$ cat src/rtl/int2fp_pkg.sv
// Shared types and constants for the sequential integer-to-float converter.
// Latency: n/a (types, constants and a pure function only).
// Backpressure: n/a.
package int2fp_pkg;

    typedef enum logic [1:0] {
        ST_IDLE,
        ST_NORM,
        ST_ROUND,
        ST_DONE
    } state_e;

    // Normalisation skips this many leading zeros per cycle when it can.
    localparam int COARSE_STEP = 8;

    typedef struct packed {
        logic zero;
        logic inexact;
        logic overflow;
    } flags_t;

    function automatic int unsigned int2fp_bias(input int unsigned exp_w);
        return (32'd1 << (exp_w - 32'd1)) - 32'd1;
    endfunction

endpackage

$ cat src/rtl/int2fp_round.sv
// Purpose: guard/sticky extraction, rounding and packing of a normalised magnitude.
// Latency: combinational.
// Backpressure: none; the parent holds the inputs stable.
// Ports: sign_i, mag_i (leading one at MSB or all-zero), exp_i (unbiased exponent),
//        data_o {sign, biased exponent, fraction}, flags_o {zero, inexact, overflow}.
// Build option: INT2FP_ROUND_NEAREST_EN selects round-to-nearest-even, else truncation.
module int2fp_round
    import int2fp_pkg::*;
#(
    parameter int IN_W  = 128,
    parameter int EXP_W = 8,
    parameter int MAN_W = 23
) (
    input  logic                   sign_i,
    input  logic [IN_W-1:0]        mag_i,
    input  logic [EXP_W-1:0]       exp_i,
    output logic [EXP_W+MAN_W:0]   data_o,
    output flags_t                 flags_o
);

    localparam logic [EXP_W-1:0] BIAS  = EXP_W'(int2fp_bias(EXP_W));
    // Bits below the leading one, padded with MAN_W+1 zeros so the fraction
    // and guard always exist even when IN_W-1 < MAN_W.
    localparam int               EXT_W = IN_W + MAN_W;

    logic [EXT_W-1:0] ext;
    logic [MAN_W-1:0] frac;
    logic             guard;
    logic             sticky;
    logic             is_zero;
    logic [EXP_W-1:0] exp_b;
    logic [EXP_W-1:0] exp_r;
    logic [MAN_W-1:0] frac_r;
    logic             ovf;

    assign ext     = {mag_i[IN_W-2:0], {(MAN_W+1){1'b0}}};
    assign frac    = ext[EXT_W-1 -: MAN_W];
    assign guard   = ext[IN_W-1];
    assign sticky  = |ext[IN_W-2:0];
    assign is_zero = (mag_i == '0);
    // exp_i <= IN_W-1 <= BIAS, so this sum cannot reach all-ones by itself.
    assign exp_b   = exp_i + BIAS;

`ifdef INT2FP_ROUND_NEAREST_EN
    logic             inc;
    logic [MAN_W:0]   frac_sum;
    logic [EXP_W-1:0] exp_inc;

    assign inc      = guard & (sticky | frac[0]);
    assign frac_sum = {1'b0, frac} + {{MAN_W{1'b0}}, inc};
    // A fraction carry-out leaves the fraction at zero and bumps the exponent.
    assign exp_inc  = exp_b + {{(EXP_W-1){1'b0}}, frac_sum[MAN_W]};
    assign ovf      = (exp_inc == '1);
    assign exp_r    = exp_inc;
    assign frac_r   = ovf ? '0 : frac_sum[MAN_W-1:0];
`else
    assign ovf      = 1'b0;
    assign exp_r    = exp_b;
    assign frac_r   = frac;
`endif

    always_comb begin
        data_o           = {sign_i, exp_r, frac_r};
        flags_o.zero     = 1'b0;
        flags_o.inexact  = guard | sticky;
        flags_o.overflow = ovf;
        if (is_zero) begin
            data_o           = '0;
            flags_o.zero     = 1'b1;
            flags_o.inexact  = 1'b0;
            flags_o.overflow = 1'b0;
        end
    end

endmodule

$ cat src/rtl/int2fp_seq.sv
// Purpose: iterative integer-to-float converter (sign+magnitude or two's complement in).
// Latency: 2 cycles for zero, else k+3 with k = lz/8 + lz%8, counting the accept cycle.
// Backpressure: one conversion in flight; in_ready low until output handshake, DONE stalls on out_ready.
// Ports: clk, reset (async active-low), in_valid/in_ready/in_data/in_mode/in_neg,
//        out_valid/out_ready/out_data/out_zero/out_inexact/out_overflow.
// Build option: INT2FP_ROUND_NEAREST_EN (rounding mode, handled in int2fp_round).
module int2fp_seq
    import int2fp_pkg::*;
#(
    parameter int IN_W  = 128,
    parameter int EXP_W = 8,
    parameter int MAN_W = 23
) (
    input  logic                 clk,
    input  logic                 reset,
    input  logic                 in_valid,
    output logic                 in_ready,
    input  logic [IN_W-1:0]      in_data,
    input  logic                 in_mode,
    input  logic                 in_neg,
    output logic                 out_valid,
    input  logic                 out_ready,
    output logic [EXP_W+MAN_W:0] out_data,
    output logic                 out_zero,
    output logic                 out_inexact,
    output logic                 out_overflow
);

    // Width of the coarse zero test; narrower inputs never take the coarse step.
    localparam int CW = (IN_W < COARSE_STEP) ? IN_W : COARSE_STEP;

    state_e                 state_q, state_d;
    logic [IN_W-1:0]        mag_q, mag_d;
    logic [EXP_W-1:0]       exp_q, exp_d;
    logic                   sign_q, sign_d;
    logic [EXP_W+MAN_W:0]   res_q, res_d;
    flags_t                 flg_q, flg_d;
    logic [EXP_W+MAN_W:0]   rnd_data;
    flags_t                 rnd_flags;

    int2fp_round #(
        .IN_W  (IN_W),
        .EXP_W (EXP_W),
        .MAN_W (MAN_W)
    ) u_round (
        .sign_i  (sign_q),
        .mag_i   (mag_q),
        .exp_i   (exp_q),
        .data_o  (rnd_data),
        .flags_o (rnd_flags)
    );

    always_comb begin
        state_d = state_q;
        mag_d   = mag_q;
        exp_d   = exp_q;
        sign_d  = sign_q;
        res_d   = res_q;
        flg_d   = flg_q;
        case (state_q)
            ST_IDLE: begin
                if (in_valid) begin
                    if (in_mode) begin
                        sign_d = in_data[IN_W-1];
                        // Negation mod 2^IN_W keeps the most negative value exact.
                        mag_d  = in_data[IN_W-1] ? ('0 - in_data) : in_data;
                    end else begin
                        sign_d = in_neg;
                        mag_d  = in_data;
                    end
                    exp_d   = EXP_W'(IN_W - 1);
                    state_d = (mag_d == '0) ? ST_ROUND : ST_NORM;
                end
            end
            ST_NORM: begin
                if (mag_q[IN_W-1 -: CW] == '0) begin
                    mag_d = mag_q << COARSE_STEP;
                    exp_d = exp_q - EXP_W'(COARSE_STEP);
                end else if (!mag_q[IN_W-1]) begin
                    mag_d = mag_q << 1;
                    exp_d = exp_q - EXP_W'(1);
                end else begin
                    state_d = ST_ROUND;
                end
            end
            ST_ROUND: begin
                res_d   = rnd_data;
                flg_d   = rnd_flags;
                state_d = ST_DONE;
            end
            ST_DONE: begin
                if (out_ready) begin
                    state_d = ST_IDLE;
                end
            end
            default: state_d = ST_IDLE;
        endcase
    end

    always_ff @(posedge clk or negedge reset) begin
        if (!reset) begin
            state_q <= ST_IDLE;
            mag_q   <= '0;
            exp_q   <= '0;
            sign_q  <= 1'b0;
            res_q   <= '0;
            flg_q   <= '0;
        end else begin
            state_q <= state_d;
            mag_q   <= mag_d;
            exp_q   <= exp_d;
            sign_q  <= sign_d;
            res_q   <= res_d;
            flg_q   <= flg_d;
        end
    end

    assign in_ready     = (state_q == ST_IDLE);
    assign out_valid    = (state_q == ST_DONE);
    assign out_data     = res_q;
    assign out_zero     = flg_q.zero;
    assign out_inexact  = flg_q.inexact;
    assign out_overflow = flg_q.overflow;

endmodule
$ cat config.mk
export PLATFORM = sky130hd
export DESIGN_NAME = int2fp_seq
export DESIGN_NICKNAME = d
export VERILOG_FILES = /design/src/rtl/int2fp_pkg.sv /design/src/rtl/int2fp_round.sv /design/src/rtl/int2fp_seq.sv
export SDC_FILE = /design/constraint.sdc
export NUM_CORES = 1
export LEC_CHECK = 0
export BUFFER_PORTS_ARGS = -buffer_cell sky130_fd_sc_hd__buf_2
export CORE_MARGIN = 4
export CORE_UTILIZATION = 50
export DETAILED_ROUTE_END_ITERATION = 6
export GPL_TIMING_DRIVEN = 0
export PLACE_DENSITY = 0.7
export SLEW_MARGIN = 20
export SYNTH_ARGS = -nofsm -noshare
export SYNTH_HDL_FRONTEND = slang
export SYNTH_SLANG_ARGS = --single-unit
$ cat constraint.sdc
create_clock -name clk -period 9.64 [get_ports clk]
set_input_delay 0 -clock clk [delete_from_list [all_inputs] [get_ports clk]]
set_output_delay 0 -clock clk [all_outputs]
set_load 0.02 [all_outputs]
# Word-level counts from Yosys, hierarchy flattened
# Index checks and enable logic that the tools add are counted.
# word_totals
output_inout_bits	37
ff_bits	174
input_bits	134
wordCells	53
# classes
reduce_logical	10
mux	21
n_addsub	4
bitwise	1
eq_ne	8
# op_table
op	n
128-bit two-way mux	7
128-bit logical NOT	2
128-bit case mux with 2 select lines	1
1-bit by 128-bit subtractor with 128-bit output, first input constant	1
103-bit OR reduction	1
32-bit two-way mux	1
8-bit two-way mux	3
8-bit case mux with 2 select lines	1
2-bit two-way mux	5
8-bit by 7-bit adder with 8-bit output, second input constant	1
8-bit logical NOT	1
2-bit case mux with 4 select lines	1
8-bit by 1-bit subtractor with 8-bit output, second input constant	1
8-bit by 4-bit subtractor with 8-bit output, second input constant	1
2-bit inequality test, second input constant	3
2-bit equality test, second input constant	2
2-bit AND reduction	2
4-bit AND reduction	1
3-bit two-way mux	1
3-bit inequality test, second input constant	1
3-bit AND reduction	1
2-bit by 1-bit equality test with 1-bit output, second input constant	1
2-bit logical NOT	1
2-bit by 1-bit inequality test with 1-bit output, second input constant	1
other kinds (3)	3

# Logic depth before layout (Yosys ltp)
# depth
word_depth	9
mapped_depth	14

# Modules after synthesis
# From an unflattened synthesis, not the netlist that was laid out.
# unflattened
cells_unflattened	1797
hier_area_um2	14377.5
# by_module_without_submodules
module	n_inst	cells_each	area_each_um2	seq_area_each_um2
int2fp_seq	1	1698	13809.5	4354.2
int2fp_round	1	99	568.0	0.0

# Worst setup path after synthesis
# No wires, ideal clock.
# synth_timing
path_type	input port to flip-flop
startpoint	in in_data[0]
endpoint	reg state_q[1]
required_ns	9.576
path_slack_ns	6.491
path_stages	13
arrival_ns	3.085
setup_time_ns	0.064
cell_sequence	inv_1 ha_1 nor3b_2 nand4_2 or2_1 clkbuf_1 or3_1 a211o_1 a21oi_1 o2111ai_1 or4_1 nor4_2 or3_1
# synth_between
elab_chain_cells	9
# synth_lines
element	line	rtl
start, declared	int2fp_seq.sv:18	input logic [IN_W-1:0] in_data,
1-bit by 128-bit subtractor with 128-bit output	int2fp_seq.sv:66	mag_d = in_data[IN_W-1] ? ('0 - in_data) : in_data;
128-bit two-way mux	int2fp_seq.sv:66	
128-bit two-way mux (*)	int2fp_seq.sv:63	if (in_mode) begin
128-bit two-way mux (*)	int2fp_seq.sv:62	if (in_valid) begin
128-bit two-way mux (*)	int2fp_seq.sv:60	case (state_q)
128-bit logical NOT (*)	int2fp_seq.sv:72	state_d = (mag_d == '0) ? ST_ROUND : ST_NORM;
2-bit two-way mux (*)	int2fp_seq.sv:72	
2-bit two-way mux (*)	int2fp_seq.sv:62	
2-bit case mux with 4 select lines (*)	int2fp_seq.sv:60	
end signal, assigned	int2fp_seq.sv:109	state_q <= state_d;
end, declared	int2fp_seq.sv:32	state_e state_q, state_d;
# Mark *: on every way between the ends. The rest lies on a longest branch, timed or not. The select of a mux whose other input is x is not followed.
# A chain may end at the register's enable or synchronous reset.

# Final worst setup path
# Ends and elaborated chain as after synthesis.

==> run metrics <==
Overall Global Routing Usage=44.2%; vias=17.5k; Arr. time, crit path=6.05 ns; top-area cell type share of the netlist area=29.8%; Fillers=2713; CTS tree=yes; CP bufs+invs=4; Critical-path top delay cell=a2111oi_0; Synthesized Nets=1991; clk_skew=0.00895 ns; H-Tree Depth=4; Vert. Die Dim=178 um; Placed Cells=2354; final core area utilization=57.0%; combinational share of power=47.2%; share of cells above drive strength 1=11.6%; r2r setup slk=4.79 ns; Synth cell types=91; Final setup violation count=0; Hold Crit Class=primary input to flip-flop; die width=178 um; yosys warns=0; failing checks=DRC; Initial Util=50.6%; fin cells=2391; largest net degree at the start of global routing=93; worst hold endpoint=mag_q[1]; routed len/inst=30.6 um; CP top delay family=simple AND/OR/NAND/NOR gates; hpwl dp=56200 um; Max IR drop VDD=165 uV; Slew Limit Fails=0; Hold Violations, Final=0; top cells by area, synth=dfrtp_1 (30%), o21ai_0 (5.9%), nand2_1 (5.4%); DRT Pass-1 Iters=7; worst path cell trace=dlygate4sd3_1, buf_2, inv_1, ha_1, nor3b_2, nand2_1, nor3_1, clkbuf_1, nand4_1, a211oi_1, a41oi_1, a2111oi_0, nand4_1, nor4_2, or3_1; hold_buf cts=5; Post-Syn Area=14500 um^2; Sw Ratio=48.4%; period utilisation layout=58.9%; Async S/R FF share, synth=100%; Reg clk slew, reported paths=0.07 ns; Avg Inst Size Synth=7.85 um^2; startpoint types=primary input; Power Density=257 nW/um^2; most frequent cells after synthesis=nand2_1 (209), dfrtp_1 (173), o21ai_0 (171); Post-synth EDFFs=0; DRT iter0 DRCs=3157; Nets=2135; clock period minus worst slack=5.68 ns; Pwr Total=4.21 mW; required time of the critical path=10.02 ns; CTS max path bufs=2; vias in the first global route=16.1k; DRC Markers=39; Leakage=6.08 nW; root buffer cell=clkbuf_16; Vias per Instance=7.31; crit-path most repeated cell=nand4_1; most common cell in the synthesized netlist=nand2_1; I/O pin count=171; core region area=28700 um^2; crit-path max cell delay=0.71 ns; cell row count=62; hold_sp=in_data[1]; post-CTS resize count=0; sequential share of the synthesized area=29.8%; Final TNS setup=0 ns; status=complete, but fails checks; grt total ovfl=0; Synth Register Bits=173; CP Capture Type=flip-flop; Post-DRT Antenna Nets=0; last weighted congestion value of the routability-driven placer=1.08; critical path fanouts, max=10; # Max-Cap Violations=0; Port-buffer cells=118; area grow syn2layout=12.7%; clk_lat worst skew=0.44 ns; CTS Buf Count=17; critical path launch point=in_data[0]; Clk pwr share=18.2%; Slew HR=20.5%; FF-to-FF End=state_q[1]; Mapped Cells=1850; area leader, netlist=dfrtp_1; Reg2Reg Launch Point=state_q[1]; switching pwr=2.04 mW; RSZ-0062 raised after global routing=no; Top FF cell, synth=dfrtp_1; Worst-Margin Slew=1.18 ns; Fmax=176 MHz; crit path kind=primary input to flip-flop; R2R cell count=14; Die ar.=31800 um^2; sequential power share=34.6%; drt total wl=73100 um; first-pass GRT wire length=105000 um; Post-CTS Setup Bufs=0; Internal Pwr Total=2.17 mW; initial antenna violation count=2; antenna fix cells=0; Sink Count=173; worst hold stages=5
## power by group through the flow
stage / clock network (mW) / registers (mW) / logic, mW
after global placement: 0 / 1.43 / 1.82
after global routing: 0.789 / 1.47 / 2.13
final: 0.768 / 1.46 / 1.99
after detailed placement: 0 / 1.44 / 1.89
after floorplan: 0 / 1.38 / 1.19
after CTS: 0.761 / 1.43 / 1.92
## cell type report
| cell class | instances | area (um^2) | share of cell area, % |
|---|---|---|---|
| repair buffers | 125 | 683 | 4.17 |
| plain buffers | 167 | 672 | 4.10 |
| flip-flops and latches | 173 | 4330 | 26.4 |
| multi-input cells | 1454 | 9350 | 57.1 |
| clock buffers | 20 | 467 | 2.85 |
| well taps | 384 | 480 | 2.93 |
| clock inverters | 12 | 183 | 1.12 |
| inverters | 56 | 210 | 1.28 |
## worst register-to-register path: cells and delay by family (launching register included)
family          cells  cell delay (ns)
fa+ha+maj           1             0.18
buf+inv             3             0.57
flops               1             0.38
compound gates      1             0.26
simple gates        9             3.41
## flip-flops by register name, summed over array words and instances, names as in the netlist
register	cells
state_q	2
out_data	32
out_zero	1
out_inexact	1
sign_q	1
mag_q	128
exp_q	8
## layout by cell type (no fill, tap or decap), drive strengths merged, types with 31 or more instances in the layout
cell type	netlist	layout
buf	33	153
xnor2	65	65
a222oi	62	62
inv	55	58
a31oi	31	31
nand4	54	54
nor3	68	68
clkbuf	134	154
o21ai	172	172
a221oi	57	57
nand2	209	209
dfrtp	173	173
nor4	112	112
xor2	67	67
nand3	46	46
a21oi	53	53
nor2	140	140
## layer usage
layer | GRT usage (%) | part of all wire (%) | wire length (um) | vias to the layer above
met5 | 0 | 0.015 | 11 | -
met4 | 20.5 | 5.7 | 4190 | 2
met3 | 14.9 | 14 | 10600 | 280
met2 | 65.9 | 43 | 31100 | 1528
met1 | 57.9 | 37 | 27300 | 8326
li1 | - | - | - | 7349
## through the flow
stage	hold slack [ns]	setup WS (ns)	area, um^2
after floorplan	-0.296	6.49	14500
after global placement	0.313	4.24	15600
after detailed placement	0.0301	4.51	15700
after CTS	0.00167	4.37	16400
after global routing	0.0599	4.04	16400
final	0.0353	3.96	16400
## how the worst max path moves through the flow
stage | slack (ns) | end | cells past startpoint
floorplan | 6.49 | state_q[1] | 13
global placement | 4.24 | state_q[1] | 13
detailed placement | 4.51 | state_q[1] | 14
CTS | 4.37 | state_q[1] | 15
global route | 4.04 | state_q[1] | 15
finish | 3.96 | state_q[1] | 15
## logic make-up after synthesis
| group | Yosys count | share of synthesized area (%) |
|---|---|---|
| muxes | 10 | 0.715 |
| buffers and inverters | 223 | 6.07 |
| AOI/OAI and AO/OA | 514 | 24.7 |
| DFF | 173 | 29.8 |
| xor gates and xnor gates | 132 | 7.96 |
| and+or+nand+nor | 790 | 30.1 |
| other | 1 | 0.0258 |
| adders and majority gates | 7 | 0.603 |
(Power assumes the default switching activity.)
